**config.mk**
```make
export PLATFORM = sky130hd
export DESIGN_NAME = lsu_dbus_master
export DESIGN_NICKNAME = d
export VERILOG_FILES = /design/src/rtl/lsu_dbus_master.sv
export SDC_FILE = /design/constraint.sdc
export NUM_CORES = 1
export LEC_CHECK = 0
export BUFFER_PORTS_ARGS = -buffer_cell sky130_fd_sc_hd__buf_2
export CORE_MARGIN = 4
export CORE_UTILIZATION = 45
export CTS_CLUSTER_SIZE = 12
export DETAILED_ROUTE_END_ITERATION = 8
export PLACE_DENSITY = 0.76
export SETUP_SLACK_MARGIN = 0.4
export SLEW_MARGIN = 20
export SYNTH_ARGS = -nofsm -noshare
export SYNTH_HDL_FRONTEND = slang
export SYNTH_SLANG_ARGS = --single-unit
```
**constraint.sdc**
```tcl
create_clock -name clk -period 3.4 [get_ports clk]
set_input_delay 0.17 -clock clk [delete_from_list [all_inputs] [get_ports clk]]
set_output_delay 0.17 -clock clk [all_outputs]
set_load 0.02 [all_outputs]
```
**src/rtl/lsu_dbus_master.sv**
```systemverilog
// Load/store data-bus initiator: lane alignment, misalignment rejection,
// ack/store-busy completion with timeout, and load-data extension.
module lsu_dbus_master #(
  parameter int unsigned TIMEOUT_CYCLES = 16
) (
  input  logic        clk,
  input  logic        rst_n,
  input  logic        lsu_req_i,
  input  logic        lsu_we_i,
  input  logic [2:0]  lsu_funct3_i,
  input  logic [31:0] lsu_addr_i,
  input  logic [31:0] lsu_wdata_i,
  output logic        lsu_stall_o,
  output logic        lsu_done_o,
  output logic [31:0] lsu_rdata_o,
  output logic        misalign_o,
  output logic        bus_err_o,
  output logic        dbus_req_o,
  output logic        dbus_w_en_o,
  output logic [31:0] dbus_addr_o,
  output logic [31:0] dbus_w_data_o,
  output logic [3:0]  dbus_sel_byte_o,
  input  logic [31:0] dbus_r_data_i,
  input  logic        dbus_ack_i,
  input  logic        store_busy_i
);

  localparam int unsigned CW = $clog2(TIMEOUT_CYCLES);
  localparam logic [CW-1:0] CNT_MAX = CW'(TIMEOUT_CYCLES - 1);

  typedef enum logic [1:0] {
    IDLE,
    REQ,
    RESP
  } state_t;

  state_t state_q, state_d;

  logic [1:0]    off;
  logic          is_b, is_h, is_w;
  logic          misaligned;
  logic          accept;
  logic [3:0]    sel_d;
  logic [31:0]   wdata_d;
  logic          b_q, h_q, uns_q;
  logic [CW-1:0] cnt_q;
  logic          seen_busy_q;
  logic          done_ok;
  logic          timeout;
  logic [31:0]   sh;
  logic [31:0]   ext;

  assign off = lsu_addr_i[1:0];

  // Unsupported encodings fall through to word access.
  always_comb begin
    is_b = 1'b0;
    is_h = 1'b0;
    is_w = 1'b0;
    unique case (lsu_funct3_i)
      3'b000, 3'b100: is_b = 1'b1;
      3'b001, 3'b101: is_h = 1'b1;
      default:        is_w = 1'b1;
    endcase
  end

  assign misaligned = (is_h & off[0]) | (is_w & (off != 2'b00));
  assign accept = (state_q == IDLE) & lsu_req_i & ~misaligned;

  always_comb begin
    sel_d   = 4'b1111;
    wdata_d = lsu_wdata_i;
    unique case (1'b1)
      is_b: begin
        sel_d   = 4'b0001 << off;
        wdata_d = {4{lsu_wdata_i[7:0]}};
      end
      is_h: begin
        sel_d   = 4'b0011 << off;
        wdata_d = {2{lsu_wdata_i[15:0]}};
      end
      default: ;
    endcase
  end

  assign sh = dbus_r_data_i >> {dbus_addr_o[1:0], 3'b000};

  always_comb begin
    ext = dbus_r_data_i;
    if (b_q)
      ext = {{24{sh[7] & ~uns_q}}, sh[7:0]};
    else if (h_q)
      ext = {{16{sh[15] & ~uns_q}}, sh[15:0]};
  end

  // A store may finish on ack, or on the falling edge of an observed busy.
  assign done_ok = dbus_w_en_o
                 ? (dbus_ack_i | (seen_busy_q & ~store_busy_i))
                 : dbus_ack_i;
  assign timeout = (cnt_q == CNT_MAX);

  always_comb begin
    state_d = state_q;
    unique case (state_q)
      IDLE: if (accept) state_d = REQ;
      REQ:  if (done_ok | timeout) state_d = RESP;
      RESP: state_d = IDLE;
      default: state_d = IDLE;
    endcase
  end

  assign dbus_req_o  = (state_q == REQ);
  assign lsu_done_o  = (state_q == RESP);
  assign lsu_stall_o = accept | (state_q == REQ);

  always_ff @(posedge clk or negedge rst_n) begin
    if (!rst_n) begin
      state_q         <= IDLE;
      cnt_q           <= '0;
      seen_busy_q     <= 1'b0;
      b_q             <= 1'b0;
      h_q             <= 1'b0;
      uns_q           <= 1'b0;
      dbus_w_en_o     <= 1'b0;
      dbus_addr_o     <= '0;
      dbus_w_data_o   <= '0;
      dbus_sel_byte_o <= '0;
      lsu_rdata_o     <= '0;
      misalign_o      <= 1'b0;
      bus_err_o       <= 1'b0;
    end else begin
      state_q    <= state_d;
      misalign_o <= (state_q == IDLE) & lsu_req_i & misaligned;
      bus_err_o  <= (state_q == REQ) & timeout & ~done_ok;
      if (accept) begin
        cnt_q           <= '0;
        seen_busy_q     <= 1'b0;
        b_q             <= is_b;
        h_q             <= is_h;
        uns_q           <= lsu_funct3_i[2];
        dbus_w_en_o     <= lsu_we_i;
        dbus_addr_o     <= lsu_addr_i;
        dbus_w_data_o   <= wdata_d;
        dbus_sel_byte_o <= sel_d;
      end else if (state_q == REQ) begin
        cnt_q <= cnt_q + CW'(1);
        if (store_busy_i) seen_busy_q <= 1'b1;
        if (state_d == RESP)
          lsu_rdata_o <= (~dbus_w_en_o & dbus_ack_i) ? ext : 32'h0;
      end
    end
  end

endmodule
```
==> impl_metrics.env <==
export IMPL_endpoint_kind="register"
export IMPL_totalWireLength_um=16500
export IMPL_rsz0062_at_grt="false"
export IMPL_ctsResizeCount=0
export IMPL_synth_top_flop_cell="dfrtp_1"
export IMPL_fill_cells=978
export IMPL_crit_fanout=28
export IMPL_p_comb_share_pct=35.4
export IMPL_io_buffers=210
export IMPL_dp_slack_ns=0.851
export IMPL_clockPowerShare_pct=30.4
export IMPL_syn_area_per_cell_um2=8.97
export IMPL_numCtsBuffers=17
export IMPL_crit_chain="mux2_2 > a22oi_1 > a221o_1 > o21bai_4 > o31ai_1"
export IMPL_switching_share_pct=38.3
export IMPL_synth_top_family_by_area="simple AND/OR/NAND/NOR gates"
export IMPL_setup_tns_ns=0
export IMPL_dieHeight_um=117
export IMPL_slew_viol_final=0
export IMPL_drv_cap=0
export IMPL_cts_sinks=113
export IMPL_grt_pass1_vias=5193
export IMPL_crit_required_ns=3.66
export IMPL_crit_buf_inv=0
export IMPL_p_switching_mw=2.49
export IMPL_grt_max_degree=58
export IMPL_slowest_delay_ns=0.85
export IMPL_clk_transition_reported_paths_ns=0.05
export IMPL_synth_edf_count=0
export IMPL_rows=39
export IMPL_vias=5189
export IMPL_first_iter_violations=374
export IMPL_cts_setup_buffers=0
export IMPL_tightest_slew_ns=0.953
export IMPL_start_kind="register"
export IMPL_cts_path_max_buffers=2
export IMPL_ios=211
export IMPL_internal_power_mw=4.01
export IMPL_cts_tree="built"
export IMPL_clockRootBuffer="clkbuf_16"
export IMPL_yosysWarnings=0
export IMPL_synth_net_count=699
export IMPL_fp_dieW_um=117
export IMPL_clkLatencyLatePin_ns=0.41
export IMPL_max_freq_ghz=0.410
export IMPL_nNetsFinal=926
export IMPL_core_um2=11500
export IMPL_h_tree_depth=4
export IMPL_grt_pass1_wl_um=26100
export IMPL_drt_pass1_iter_count=5
export IMPL_synth_area_um2=5320
export IMPL_fin_ws_ns=0.958
export IMPL_synth_seq_area_share_pct=53.2
export IMPL_area_growth_pct=40.3
export IMPL_hold_class="in2reg"
export IMPL_hpwl_um=11300
export IMPL_setup_viol=0
export IMPL_critPathKind="reg2reg"
export IMPL_synthAdderAreaFrac_pct=0.235
export IMPL_drive_gt1_share_pct=31.9
export IMPL_ant_nets=0
export IMPL_hold_violations=0
export IMPL_arrival_ns=2.70
export IMPL_fin_util_pct=64.8
export IMPL_slowest_stage="dfrtp_1"
export IMPL_ir_worst_vdd_mv=0.539
export IMPL_worst_clock_skew_ns=0.00694
export IMPL_post_route_period_util_pct=71.8
export IMPL_muxShareOfSynthArea_pct=5.53
export IMPL_seqPwrFrac_pct=34.3
export IMPL_synthCells=593
export IMPL_via_per_inst=5.31
export IMPL_critPathTopFamily="compound AO/OA/AOI/OAI gates"
export IMPL_ys_types=45
export IMPL_finalCriticalPeriod_ns=2.44
export IMPL_overflow=0
export IMPL_async_reset_ff_share_pct=100
export IMPL_grt_antenna_before_repair=0
export IMPL_grt_usage_pct=24.9
export IMPL_leakage_nw=3.97
export IMPL_gp_congestion=0.853
export IMPL_synth_compound_area_share_pct=16.1
export IMPL_slew_headroom_pct=36.4
export IMPL_synthSimpleGateAreaFrac_pct=20.5
export IMPL_initial_core_util_pct=46.2
export IMPL_drc=0
export IMPL_synth_xor_area_share_pct=0.494
export IMPL_cts_hold_buffers=36
export IMPL_status="completed"
export IMPL_powerDensity_nw_per_um2=872
export IMPL_fp_dieArea_um2=13600
export IMPL_synth_seq_cells=113
export IMPL_wl_per_cell_um=16.9
power groups by stage:
stage	clock (mW)	combinational [mW]	sequential, mW
3_5_place_dp	0	2.28	2.23
3_3_place_gp	0	2.22	2.21
2_1_floorplan	0	0.956	2.70
4_1_cts	2.01	2.32	2.22
5_1_grt	2.09	2.53	2.30
6_report	1.98	2.30	2.23
sequential cells by signal, indices dropped and copies added, names as in the netlist:
register / count
dbus_addr_o: 32
dbus_w_data_o: 32
lsu_rdata_o: 32
cnt_q: 4
dbus_sel_byte_o: 4
state_q: 2
b_q: 1
bus_err_o: 1
dbus_w_en_o: 1
h_q: 1
misalign_o: 1
seen_busy_q: 1
uns_q: 1
area by class of cell:
| class | instances | area, µm² | area share [%] |
|---|---|---|---|
| sequential | 113 | 2830 | 37.9 |
| multi-input combinational | 428 | 2290 | 30.6 |
| timing repair buffer | 251 | 1460 | 19.6 |
| clock buffer | 24 | 522 | 6.99 |
| tap | 143 | 179 | 2.40 |
| clock inverter | 8 | 146 | 1.96 |
| inverter | 9 | 33.8 | 0.453 |
| antenna | 1 | 2.50 | 0.0335 |
layer usage:
metal | GRT usage [%] | share of wire, %
met3 | 7.20 | 8.1
met2 | 39.6 | 48
met4 | 12.8 | 3.1
met5 | 0 | 0
met1 | 30.8 | 41
final timing paths:
path | end | slack [ns] | start | cells past startpoint
worst max-delay path | lsu_rdata_o[19] | 0.96 | dbus_addr_o[1] | 5
worst min-delay path | dbus_w_data_o[4] | 0.02 | lsu_wdata_i[4] | 3
worst max register to register | lsu_rdata_o[19] | 0.96 | dbus_addr_o[1] | 5
worst min register to register | lsu_rdata_o[17] | 0.47 | lsu_rdata_o[17] | 2
max in group asynchronous | dbus_addr_o[17] | 2.12 | rst_n | 3
min in group asynchronous | lsu_rdata_o[29] | 0.37 | rst_n | 2
cell usage in the layout (no fill, tap or decap), types with 2 or more instances in the layout:
master	Yosys	final
a211oi_1	3	3
a21oi_1	17	17
a221o_1	3	3
a221oi_1	5	5
a22o_1	10	10
a22oi_1	8	8
and3_1	3	3
buf_2	3	209
buf_4	1	5
bufinv_16	0	4
clkbuf_16	0	17
clkbuf_8	0	7
clkinv_2	0	2
dfrtp_1	113	113
dlygate4sd3_1	0	36
inv_1	8	8
mux2_2	3	3
mux2i_1	26	26
nand2_1	207	206
nand2b_1	8	8
nand3_1	5	5
nor2_1	35	35
nor2b_1	5	5
nor3_1	2	2
o21ai_0	46	46
o31ai_1	12	12
o31ai_2	10	10
xor2_1	2	2
synthesized netlist by cell type, drive strengths merged (8+ instances only):
library cell | count | area [µm²]
a22oi | 8 | 60.1
nand2 | 207 | 777
dfrtp | 113 | 2830
buf | 8 | 45.0
o21ai | 47 | 235
o31ai | 22 | 215
clkbuf | 35 | 131
mux2i | 26 | 260
a21oi | 17 | 85.1
nand2b | 8 | 50.1
nor2 | 35 | 131
a22o | 10 | 87.6
inv | 8 | 30.0
cell families after synthesis:
kind of cell / after synthesis
compound gates: 123
xor+xnor: 3
fa+ha+maj: 1
buf+inv: 52
flops: 113
mux: 29
simple gates: 272
worst min-delay path, cell delays in order:
cell and delay (ns):
buf_2 0.12, nand2_1 0.06, nand2_1 0.05
stage by stage:
step	total power, mW	std cells	area [µm²]	hold slack (ns)
global route	6.91	976	7460	0.00644
global placement	4.43	908	6430	0.269
detailed placement	4.51	908	6430	0.279
CTS	6.55	976	7460	0.00216
finish	6.51	977	7460	0.0202
floorplan	3.65	593	5320	-0.126
Power figures use the tool's default switching activity.
